--- src/rtl/neuron_mac_seq.sv ---
// Sequential multiply-accumulate neuron: streams N_TAPS weight/input pairs from BRAM, adds bias, saturates.
// Optional build macro NEURON_MAC_SEQ_RELU_EN clamps negative results to zero.
module neuron_mac_seq #(
    parameter int N_TAPS = 28,
    parameter int AW     = 5,
    parameter int DW     = 16,
    parameter int FRAC   = 8,
    parameter int ACC_W  = 40
) (
    input  logic                 clk,
    input  logic                 rst_n,
    input  logic                 start,
    input  logic signed [DW-1:0] bias,
    output logic        [AW-1:0] w_addr,
    output logic                 w_en,
    output logic                 w_we,
    input  logic signed [DW-1:0] w_do,
    output logic        [AW-1:0] x_addr,
    input  logic signed [DW-1:0] x_do,
    output logic                 busy,
    output logic                 done,
    output logic        [DW-1:0] result
);

    typedef enum logic [1:0] {IDLE, RUN, DRAIN, OUT} state_t;

    localparam logic signed [ACC_W-1:0] SAT_MAX = {{(ACC_W-DW+1){1'b0}}, {(DW-1){1'b1}}};
    localparam logic signed [ACC_W-1:0] SAT_MIN = {{(ACC_W-DW+1){1'b1}}, {(DW-1){1'b0}}};
    localparam logic        [AW-1:0]    LAST_ADDR = AW'(N_TAPS - 1);

    state_t                    state, state_next;
    logic signed [ACC_W-1:0]   acc;
    logic signed [2*DW-1:0]    prod;
    logic signed [ACC_W-1:0]   prod_ext;
    logic signed [ACC_W-1:0]   bias_ext;
    logic signed [ACC_W-1:0]   shifted;
    logic        [DW-1:0]      result_next;
    logic                      last_tap;

    always_ff @(posedge clk or negedge rst_n) begin
        if (!rst_n) state <= IDLE;
        else        state <= state_next;
    end

    always_comb begin
        state_next = IDLE;
        case (state)
            IDLE:    state_next = start ? RUN : IDLE;
            RUN:     state_next = last_tap ? DRAIN : RUN;
            DRAIN:   state_next = OUT;
            OUT:     state_next = IDLE;
            default: state_next = IDLE;
        endcase
    end

    always_comb begin
        busy = (state != IDLE);
        done = (state == OUT);
        w_en = (state == RUN);
    end

    assign w_we     = 1'b0;
    assign x_addr   = w_addr;
    assign last_tap = (w_addr == LAST_ADDR);
    assign prod     = w_do * x_do;
    assign prod_ext = {{(ACC_W-2*DW){prod[2*DW-1]}}, prod};
    assign bias_ext = {{(ACC_W-DW){bias[DW-1]}}, bias} <<< FRAC;
    assign shifted  = acc >>> FRAC;

    // Saturate the rescaled accumulator to the DW-bit output range.
    always_comb begin
        result_next = shifted[DW-1:0];
        if (shifted > SAT_MAX)
            result_next = {1'b0, {(DW-1){1'b1}}};
        else if (shifted < SAT_MIN)
            result_next = {1'b1, {(DW-1){1'b0}}};
`ifdef NEURON_MAC_SEQ_RELU_EN
        if (result_next[DW-1])
            result_next = '0;
`endif
    end

    // The product accumulated on each RUN edge belongs to the address presented one cycle earlier.
    always_ff @(posedge clk or negedge rst_n) begin
        if (!rst_n) begin
            acc    <= '0;
            w_addr <= '0;
            result <= '0;
        end else begin
            case (state)
                IDLE: begin
                    w_addr <= '0;
                    if (start)
                        acc <= bias_ext;
                end
                RUN: begin
                    acc    <= acc + prod_ext;
                    w_addr <= last_tap ? '0 : w_addr + 1'b1;
                end
                DRAIN: begin
                    result <= result_next;
                end
                default: begin
                    w_addr <= '0;
                end
            endcase
        end
    end

endmodule

--- config.mk ---
export PLATFORM = sky130hd
export DESIGN_NAME = neuron_mac_seq
export DESIGN_NICKNAME = d
export VERILOG_FILES = /design/src/rtl/neuron_mac_seq.sv
export SDC_FILE = /design/constraint.sdc
export NUM_CORES = 1
export LEC_CHECK = 0
export ABC_AREA = 1
export BUFFER_PORTS_ARGS = -buffer_cell sky130_fd_sc_hd__buf_2
export CORE_AREA = 2 2 189 191
export DETAILED_ROUTE_END_ITERATION = 8
export DIE_AREA = 0 0 191 193
export PLACE_DENSITY = 0.74
export SYNTH_ARGS = -nofsm -noshare
export SYNTH_HDL_FRONTEND = slang
export SYNTH_SLANG_ARGS = --single-unit
--- constraint.sdc ---
create_clock -name clk -period 6.1 [get_ports clk]
set_input_delay 0 -clock clk [delete_from_list [all_inputs] [get_ports clk]]
set_output_delay 0 -clock clk [all_outputs]
set_load 0.02 [all_outputs]
Word-level counts from Yosys, hierarchy flattened
Cells that the tools add are included.

Output and inout port bits: 30. Input bits: 51. Register bits after elaboration: 63. Word-level logic and storage cells: 27.

Eq/ne operators: 5. Mux-type cells: 9. Reductions and logical operators: 4. Multiply operators: 1. Magnitude comparators: 2. Add/sub/neg operators: 2.

Operators with widths (count): case mux 40 bit (2 select lines) (1); adder 40 x 32 -> 40 bit (1); 2-to-1 mux 40 bit (1); > comparator 32 x 16 -> 1 bit, second input constant (1); less-than comparator 32 x 16 -> 1 bit, second input constant (1); multiplier 16 x 16 -> 32 bit (1); 2-to-1 mux 16 bit (2); case mux 5 bit (2 select lines) (1); case mux 2 bit (4 select lines) (1); adder 5 x 1 -> 5 bit, second input constant (1); equality test 5 bit, second input constant (1); 2-to-1 mux 5 bit (1); equality test 2 bit, second input constant (2); nonzero test 2 bit (2); equality test 2 x 1 -> 1 bit, second input constant (1); zero test 2 bit (1); 2-to-1 mux 2 bit (1); != test 2 bit, second input constant (1); AND reduction 2 bit (1); 2-to-1 mux 1 bit (1).

Depth between registers and ports, before layout
Depth in word-level cells: 3. Depth in mapped cells: 30.

Least setup slack after synthesis
OpenSTA, ideal clock, no wires.

Path kind: input to register. Start: input x_do[3]. End: register acc[39]. Buffers on the path: 2. Data required time: 5982 ps. Arrival: 5441 ps. Stages on the path: 24. Setup slack: 542 ps. Library setup time: 118 ps. Path through: clkbuf_1 clkbuf_1 nand2_1 inv_1 fa_1 fa_1 inv_1 fa_1 fa_1 inv_1 fa_1 inv_1 fa_1 inv_1 ha_1 nand2_1 nor3_1 nand2_1 nor2_1 nand3_1 nand3_1 nand2_1 nand3_1 nand2_1.

Cells in the longest elaborated chain, start to end: 3.

RTL lines: from (decl) (line 19) `input logic signed [DW-1:0] x_do,`; multiplier 16 x 16 -> 32 bit (line 65) `assign prod = w_do * x_do;`; adder 40 x 32 -> 40 bit (line 97) `acc <= acc + prod_ext;`; case mux 40 bit (2 select lines) (line 90) `case (state)`; to (signal assigned) (line 94) `acc <= bias_ext;`; to (signal assigned) (line 97); to (decl) (line 32) `logic signed [ACC_W-1:0] acc;`.

No other way between the ends. A chain may end at the register's enable or synchronous reset.

Worst setup path after layout
Start: input w_do[15]. End: register acc[36].

Cells in the longest elaborated chain, start to end: 3.

RTL lines: from (decl) (line 17) `input logic signed [DW-1:0] w_do,`; multiplier 16 x 16 -> 32 bit (line 65); adder 40 x 32 -> 40 bit (line 97); case mux 40 bit (2 select lines) (line 90).

No other way between the ends.

==> results.md <==
- Number of iterations in the first detailed-routing pass: 5
- Critical path data arrival time: 5.87 ns
- Hold path start: bias[13]
- Global-route wire length before repair: 70800 microns
- Worst clock skew on the final layout: 0.00966 ns
- WL per Instance: 16.3 microns
- Die X-Extent: roughly 190 microns
- Fraction of the cycle the final worst path needs: 0.926
- Critical path peak fanout: 16
- Floorplan core area: between 0.03 and 0.04 sq mm
- Flip-flop and latch count after synthesis: 63
- Design Area, Final: 0.0174 sq mm
- Slowest stage cell on the critical path: sky130_fd_sc_hd__fa_1
- Post-Route Hold Slack: 0.00451 ns
- Count of fill cells added during filler insertion: between 3000 and 4000
- Top library cells by usage in the layout, fill and taps aside: 609 x sky130_fd_sc_hd__inv_1, 488 x sky130_fd_sc_hd__nand2_1, 330 x sky130_fd_sc_hd__fa_1
- Antenna-violating nets left: 0
- Synthesis warning total: 0
- Vertical die dimension: 193 microns
- Worst reg2reg path startpoint: acc[15]$_DFFE_PN0P_
- Overall via count from detail_route: 13046
- Slew of the pin with the lowest slew margin: between 0.8 and 0.9 ns
- Synthesized area per cell: ~7.8 sq um
- Maximum frequency from static timing analysis: 177 MHz
- Number of instances in the synthesized netlist: 2072
- Status: finished, final reports clean
- CP delay by family, top: adder cells
- Number of buffers inserted during clock tree synthesis: 9
- Commonest non-fill, non-tap cell in the layout: sky130_fd_sc_hd__inv_1
- Post-synthesis instance area: about 0.016 sq mm
- Layout overhead on the synthesized area: 7.72%
- Synth Area in Simple Gates: 0.179
- Sort of element at the start of the critical path: primary input
- WP depth: 23
- Xor and xnor fraction of the mapped netlist area: 0.00922
- Final critical-path required period: between 5 and 6 ns
- Placement-stage cell area: 0.0169 sq mm
- Worst Path Buf+Inv: 6
- Max-cap violation count: 0
- Portion of the post-synthesis area used by sequential elements: 0.0977
- Detailed Route WL: 42100 microns
- Hold Vio Cnt, Final: 0
- Beginning of the critical path: w_do[15]
- Global-route total usage across every layer: 0.245
- Syn Nets: 2569
- Final core occ: 0.497
- Via count of the first global-routing pass: 14057
- Rel. slew slack: 0.408
- Synth cell types: 45
- Number of antenna repair diodes: 0
- Dominant combinational cell family by area after synthesis: adder cells
- Synthesized-area fraction occupied by ao, oa, aoi and oai cells: 0.0512
- Fraction of the mapped netlist area in adder cells: 0.499
- Final total negative setup slack: 0 ns
- Die footprint: about 0.037 sq mm
- RSZ-0062 raised after global routing: false
- Mux contribution to synthesized area: 0
- Layout cells sized above 1: 0.0647
- Depth of the CTS H-tree: 3
- Initial Utilization: 0.462
- Cell depth of the worst hold path: 3
- Number of failing setup endpoints in the final timing report: 0
- Clock-pin slew reported for the worst setup and hold paths after clock tree synthesis: 0.06 ns
- CTS tree: done
- Remaining global-route overflow: 0
- Source-to-sink clock delay at the later pin of the worst-skew pair: 0.34 ns
- Sinks on Clock Net: 63
- Final estimated routing congestion in global placement: 0.933
- Master cell of the clock root buffer: sky130_fd_sc_hd__clkbuf_16
- IO Pins: 81
- DRC errors left: 0
- Crit Path Category: primary input to flip-flop
- Number of nets at the end of the flow: 2610
- Largest stage delay, worst path: approximately 0.63 ns
- Input/output buffers: 79
- Maximum root-to-sink buffer count: 2
- Most prevalent standard cell on the critical path: sky130_fd_sc_hd__fa_1
- FF-to-FF path depth: 21
- Max-slew violation count: 0
- Detailed placement HPWL: about 36000 microns
- Drt initial violations: 1075
- Worst min-delay path category: primary input to flip-flop
- Row Count: between 60 and 70
- Crit end category: flip-flop
- Series of cell instances along the critical path: buf_2 > nand2_1 > inv_1 > fa_1 > fa_1 > inv_1 > fa_1 > fa_1 > inv_1 > fa_1 > inv_1 > fa_1 > inv_1 > ha_1 > nand2_1 > nor2_1 > nand2_1 > nor2_1 > nand4_1 > nand3_1 > nand2_1 > nand3_1 > nand2_1
- Largest net degree at the start of global routing: 64
- Post-CTS Setup Repair Bufs: 0
- CP required: 6.32 ns
- Vias per Instance: between 5 and 6
- Initial antenna violation count: 0
[layer usage]
layer / track usage / share of wire / up-vias
li1: - / - / 6039
met1: 0.317 / 0.40 / 6531
met2: 0.440 / 0.51 / 392
met3: 0.0194 / 0.051 / 84
met4: 0.0769 / 0.032 / 0
met5: 0 / 0 / -
[logic make-up after synthesis]
| family | count (synthesis) |
|---|---|
| fa+ha+maj | 446 |
| other cells | 1 |
| buf+inv | 693 |
| flops | 63 |
| simple gates | 706 |
| xor+xnor | 17 |
| compound gates | 146 |
[worst paths after layout]
check	slack, ns	endpoint
worst max-delay path	0.45	acc[36]$_DFFE_PN0P_
worst min-delay path	0.005	acc[21]$_DFFE_PN0P_
max in group asynchronous	5.14	result[9]$_DFFE_PN0P_
min in group asynchronous	0.39	result[3]$_DFFE_PN0P_
worst min register to register	0.48	result[9]$_DFFE_PN0P_
worst max register to register	1.06	acc[29]$_DFFE_PN0P_
[cell usage after synthesis (all sizes together)]
| library cell | number | area [sq um] |
|---|---|---|
| dfrtp | 63 | 1580 |
| clkbuf | 67 | 253 |
| nand4 | 15 | 93.8 |
| nand3b | 7 | 52.6 |
| o21ai | 61 | 305 |
| nand2 | 492 | 1860 |
| or2 | 1 | 6.26 |
| buf | 14 | 95.1 |
| nand2b | 1 | 6.26 |
| a21oi | 52 | 264 |
| inv | 612 | 2300 |
| o21a | 1 | 7.51 |
| nand3 | 66 | 340 |
| nor2 | 110 | 437 |
| fa | 330 | 6610 |
| and2 | 1 | 6.26 |
| a31oi | 3 | 18.8 |
| nor3 | 7 | 35.0 |
| xor2 | 7 | 61.3 |
| o21bai | 9 | 71.3 |
| a21o | 3 | 22.5 |
| a22o | 5 | 43.8 |
| o41ai | 1 | 8.76 |
| ha | 116 | 1450 |
| xnor2 | 10 | 87.6 |
| o22ai | 2 | 12.5 |
| a21boi | 1 | 7.51 |
| nor4 | 5 | 37.5 |
| conb | 1 | 3.75 |
| nor3b | 1 | 12.5 |
| o211ai | 8 | 65.1 |
[tightest hold or removal path: cells and delay by family]
kind / cells / cell delay [ns]
AO/OA/AOI/OAI: 2 / 0.21
buffers and inverters: 1 / 0.08
[final cells by class]
cell class | count | area, sq um | share of cell area
clock buffers | 9 | 225 | 0.0130
clock inverters | 7 | 120 | 0.00691
inverters | 612 | 2300 | 0.132
multi-input cells | 1316 | 11900 | 0.686
flip-flops and latches | 63 | 1580 | 0.0907
well taps | 461 | 577 | 0.0332
repair buffers | 111 | 663 | 0.0381
[state kept, by name (all words and copies together), names as in the netlist, named ones only]
register and count:
state 1, acc 40, w_addr 5, result 16
[per-stage QoR]
stage	std cells	setup slack, ns
after floorplan	2072	0.542
after global placement	2552	0.0929
after detailed placement	2552	-0.0106
after CTS	2579	0.334
after global routing	2579	0.0903
final	2579	0.449
[what timing repair did]
action                                 CTS  global route
setup endpoints to repair                0             1
endpoints found under the hold margin   73             0
hold buffers                            11             0
gates resized for setup                  0             1
Power is not shown: default switching activity piles up to over one toggle a cycle in this logic, so the estimate is an artifact.
